**config.mk**
```make
export PLATFORM = sky130hd
export DESIGN_NAME = uart_tx_arbiter
export DESIGN_NICKNAME = d
export VERILOG_FILES = /design/src/rtl/uart_tx_arbiter.sv
export SDC_FILE = /design/constraint.sdc
export NUM_CORES = 1
export LEC_CHECK = 0
export CAP_MARGIN = 10
export CORE_MARGIN = 2
export CORE_UTILIZATION = 35
export CTS_CLUSTER_SIZE = 12
export DETAILED_ROUTE_END_ITERATION = 12
export GPL_ROUTABILITY_DRIVEN = 0
export PLACE_DENSITY = 0.58
export SLEW_MARGIN = 10
export SYNTH_ARGS = -nofsm -noshare
export SYNTH_HDL_FRONTEND = slang
export SYNTH_SLANG_ARGS = --single-unit
export TNS_END_PERCENT = 30
```
**constraint.sdc**
```tcl
create_clock -name clk -period 2.7 [get_ports clk]
set_input_delay 0.54 -clock clk [delete_from_list [all_inputs] [get_ports clk]]
set_output_delay 0.54 -clock clk [all_outputs]
set_load 0.01 [all_outputs]
```
**src/rtl/uart_tx_arbiter.sv**
```systemverilog
// Round-robin arbiter that shares one Uart8 transmitter among NUM_REQ byte producers.
// It grants one byte per frame, then waits for txDone or a watchdog timeout, and then an optional gap.
module uart_tx_arbiter #(
  parameter int NUM_REQ        = 4,
  parameter int GAP_CYCLES     = 0,
  parameter int TIMEOUT_CYCLES = 15000
) (
  input  logic                       clk,
  input  logic                       reset,
  input  logic                       en,
  input  logic [NUM_REQ-1:0]         reqValid,
  input  logic [8*NUM_REQ-1:0]       reqData,
  output logic [NUM_REQ-1:0]         reqReady,
  output logic [$clog2(NUM_REQ)-1:0] grantId,
  output logic                       busy,
  output logic                       timeoutErr,
  output logic                       txEn,
  output logic                       txStart,
  output logic [7:0]                 txByte,
  input  logic                       txBusy,
  input  logic                       txDone
);

  localparam int IDX_W = $clog2(NUM_REQ);
  localparam int TMR_W = $clog2(TIMEOUT_CYCLES) + 1;
  localparam int GAP_W = (GAP_CYCLES > 1) ? $clog2(GAP_CYCLES) : 1;
  localparam logic [TMR_W-1:0] TMR_LAST = TMR_W'(TIMEOUT_CYCLES - 1);
  localparam logic [TMR_W-1:0] TMR_MAX  = '1;
  localparam logic [GAP_W-1:0] GAP_LAST = GAP_W'((GAP_CYCLES > 0) ? GAP_CYCLES - 1 : 0);

  typedef enum logic [1:0] {IDLE, LAUNCH, WAIT_DONE, GAP} stateT;

  stateT            state, stateNext;
  logic [TMR_W-1:0] timer;
  logic [GAP_W-1:0] gapCnt;
  logic [IDX_W-1:0] rrPtr;
  logic [IDX_W-1:0] winner;
  logic [IDX_W:0]   cand;
  logic             anyWin;
  logic             frameEnd;
  logic             grantNow;

  // txBusy is status only; sequencing relies on txDone alone
  logic unusedTxBusy;
  assign unusedTxBusy = txBusy;

  // Search rrPtr+1, rrPtr+2, ... (mod NUM_REQ) for the first pending request
  always_comb begin
    winner = '0;
    anyWin = 1'b0;
    cand   = '0;
    for (int k = 1; k <= NUM_REQ; k++) begin
      cand = {1'b0, rrPtr} + (IDX_W+1)'(k);
      if (cand >= (IDX_W+1)'(NUM_REQ)) cand = cand - (IDX_W+1)'(NUM_REQ);
      if (!anyWin && reqValid[cand[IDX_W-1:0]]) begin
        winner = cand[IDX_W-1:0];
        anyWin = 1'b1;
      end
    end
  end

  always_comb begin
    stateNext  = state;
    timeoutErr = 1'b0;
    frameEnd   = 1'b0;
    grantNow   = 1'b0;
    case (state)
      IDLE: begin
        if (en && anyWin) begin
          grantNow  = 1'b1;
          stateNext = LAUNCH;
        end
      end
      LAUNCH: stateNext = WAIT_DONE;
      WAIT_DONE: begin
        // txDone takes priority over a timeout landing on the same cycle
        if (txDone) begin
          frameEnd = 1'b1;
        end else if (timer == TMR_LAST) begin
          frameEnd   = 1'b1;
          timeoutErr = 1'b1;
        end
        if (frameEnd) stateNext = (GAP_CYCLES > 0) ? GAP : IDLE;
      end
      GAP: if (gapCnt == GAP_LAST) stateNext = IDLE;
      default: stateNext = IDLE;
    endcase
  end

  assign txStart  = (state == LAUNCH);
  assign reqReady = NUM_REQ'(txStart) << grantId;
  assign busy     = (state != IDLE);
  assign txEn     = en | busy;

  always_ff @(posedge clk or posedge reset) begin
    if (reset) begin
      state   <= IDLE;
      timer   <= '0;
      gapCnt  <= '0;
      rrPtr   <= IDX_W'(NUM_REQ - 1);
      grantId <= '0;
      txByte  <= '0;
    end else begin
      state <= stateNext;
      if (grantNow) begin
        grantId <= winner;
        rrPtr   <= winner;
        txByte  <= reqData[{winner, 3'b000} +: 8];
      end
      // Timer saturates rather than wrapping
      if (state == LAUNCH) timer <= '0;
      else if (state == WAIT_DONE && timer != TMR_MAX) timer <= timer + TMR_W'(1);
      if (state == GAP) gapCnt <= gapCnt + GAP_W'(1);
      else gapCnt <= '0;
    end
  end

endmodule

```
==> impl_results.md, run 1 <==
- Area leader, netlist: dfrtp_1
- HPWL after DPL: 3.828 mm
- Period Utilization, post-route: 90.06%
- Maximum vdd ir drop: 321.9 uV
- Clk_skew: 7.507 ps
- Chip width: 78.80 um
- Outcome: finished clean
- CTS Buf Count: 5
- CP Max Fanout: 11
- Part of the power in the clock network: 18.4%
- Core area: 5439 sq um
- Post-layout util: 50.01%
- DR vias/cell: 5.216
- Dominant register cell in the synthesized netlist: dfrtp_1
- Port bufs: 57
- Drt drc: 0
- Clock sinks: 30
- FP Rows: 27
- Worst-margin pin slew: 701.7 ps
- Vias in the first global route: 1,783
- Psw: 784.6 uW
- Setup Fix Bufs, Post-CTS: 0
- Internal cell power: 1283 uW
- Hold Buf Count CTS: 0
- WL final: 4.856 mm
- Max-cap violation count: 0
- First-pass GRT wire length: 8.197 mm
- Pin count of the biggest net entering global routing: 18
- Drt pass-1 iters: 4
- Hold Crit Class: reg2reg
- CTS tree: yes
- Syn. warnings: 0
- Overflow after GRT: 0
- Area delta synth->final: 38.91%
- Share of layout cells above drive strength 1: 10.53%
- Clock Path Buffers: 2
- CP Data Arrival Time: 1890 ps
- Pwr/cell area: 760.1 nW/um^2
- Diodes inserted: 0
- Clk_lat worst skew: 280 ps
- Synth unique cells: 52
- GRT Overall Usage: 16.82%
- ANT nets after route: 0
- Fraction of registers with async set/reset: 100.0%
- Clock transition at the registers of the reported paths: 60 ps
- CTS Root Cell: clkbuf_8
- Die Y: 78.80 um
- Post-synthesis cell area: 1958 sq um
- Switching fraction of total power: 37.95%
- Worst Setup Start Kind: flip-flop
- Final Slew Violations: 0
- # resized after CTS: 0
- Synth area leaders: dfrtp_1 (36%), nand2_1 (6.3%), mux2i_1 (5.6%)
- Yosys reg bits: 30
- Top-area cell type share of the netlist area: 35.78%
- Sequential power share: 34.0%
- Die area: 6209 sq um
- Layout Nets: 326
- Worst relative slew slack: 53.17%
- I/O pin total: 59
- Total Neg Setup Slack: 0 ps
- Lkg Pwr: 0.001166 uW
- Initial Util: 36.00%
- Endpoints failing hold: 0
- Worst Setup End Kind: output port
- Via Count: 1,862
- RSZ-0062 raised after global routing: false
- Syn Area/Cell: 8.820 sq um
- Fillers: 513
- Required @ worst endpoint: 2160 ps
- Tmin final: 2432 ps
- H-tree depth: 2
- Setup violations, final: 0
- Wirelength per Cell: 13.60 um
- Fmax: 411.2 MHz
- Register area share after synthesis: 38.47%
- Post-Syn Nets: 264
- Initial antenna violation count: 0
- Cells after Synth: 222
- Comb pwr share: 47.6%
- Drt initial violations: 95
- Critical path class: reg2out
- Post-synth EDFFs: 0
-- sequential cells by signal (all words and copies together), names as in the netlist --
signal	cells
timer	15
txByte	8
grantId	2
rrPtr	2
state	2
gapCnt	1
-- power groups by stage --
| stage | logic, uW | clock network, uW | registers, uW |
|---|---|---|---|
| floorplan | 571 | 0 | 713 |
| global placement | 990 | 0 | 704 |
| detailed placement | 996 | 0 | 710 |
| CTS | 999 | 392 | 704 |
| global route | 1090 | 411 | 723 |
| finish | 984 | 381 | 703 |
-- cells in the mapped netlist (all sizes together), types with 2 or more instances --
cell type and instances:
a21o 2, nand2 33, or4 2, inv 14, and2 5, o31ai 2
nor3 3, and3 7, and4 7, a2111oi 2, buf 4, o211ai 6
nor2 15, xnor2 3, dfstp 2, a211oi 6, nand3 7, nand4 5
nand2b 6, a21oi 10, a31oi 9, mux2i 11, o21ai 8, a32o 2
dfrtp 28, clkbuf 6
-- path summary, 6_finish.rpt --
check	end	start	depth (start not counted)	slack, ps
worst max-delay path	reqReady[3]	state[0]	4	270
worst min-delay path	gapCnt	gapCnt	1	440
worst max register to register	timer[13]	state[0]	6	820
worst min register to register	gapCnt	gapCnt	1	440
max in group asynchronous	timer[9]	reset	3	1430
min in group asynchronous	timer[0]	reset	2	680
-- placed cells by master (no fill, tap or decap), types with 2 or more instances in the layout --
cell              n
clkdlybuf4s50_1  56
a21o_1            2
buf_4             8
a21oi_2           2
nand4_1           5
and4_1            6
a31oi_1           9
and3_1            6
a21oi_1           8
or4_1             2
xnor2_1           3
dfrtp_1          28
nand2_1          33
o21ai_0           7
clkbuf_8          6
nand2b_1          6
o211ai_1          6
nor3_1            3
dfstp_2           2
a32o_1            2
nor2_1           14
nand3_1           7
o31ai_1           2
inv_1            13
a211oi_1          6
mux2i_1          11
and2_1            4
-- routing by layer --
layer	vias to the layer above	GRT usage (%)	routed length, um
met5	-	0	0
met4	0	5.614	35
met3	5	5.000	325
met2	66	28.63	2333
met1	858	20.29	2162
li1	933	-	-
-- critical path: stages (launching register included) --
cell,delay [ps]
dfrtp_1,570
nand2b_1,210
inv_2,140
and3_1,160
clkdlybuf4s50_1,530
-- metrics by stage --
step	area (sq um)	std cells	power [uW]	hold WS [ps]	worst slack [ps]
2_1_floorplan	1958	222	1283	412.5	792.7
3_3_place_gp	2623	349	1694	434.7	272.3
3_5_place_dp	2623	349	1705	430.8	248.5
4_1_cts	2718	357	2094	447.4	4.648
5_1_grt	2720	357	2226	483.0	137.5
6_report	2720	357	2068	444.5	268.3
-- cells by family after synthesis --
kind of cell,synth area share (%)
simple gates,27.48
mux,5.623
xor+xnor,1.789
compound gates,20.45
flops,38.47
fa+ha+maj,0.6389
buf+inv,5.559
-- cell type report --
class | count | area [sq um] | area share [%]
clock buffers | 6 | 82.58 | 3.036
clock inverters | 2 | 12.51 | 0.4600
inverters | 14 | 52.55 | 1.932
multi-input cells | 168 | 1096 | 40.29
flip-flops and latches | 30 | 753.2 | 27.69
well taps | 72 | 90.09 | 3.312
repair buffers | 65 | 633.1 | 23.28
(Power assumes the default switching activity.)
==> run 2, diff against run 1 <==
--- a/config.mk
+++ b/config.mk
@@ -5,7 +5,6 @@
 export SDC_FILE = /design/constraint.sdc
 export NUM_CORES = 1
 export LEC_CHECK = 0
-export CAP_MARGIN = 10
 export CORE_MARGIN = 2
 export CORE_UTILIZATION = 35
 export CTS_CLUSTER_SIZE = 12
==> results of run 2 <==
Same layout as run 1: the final DEF is identical, and so are final timing and power.
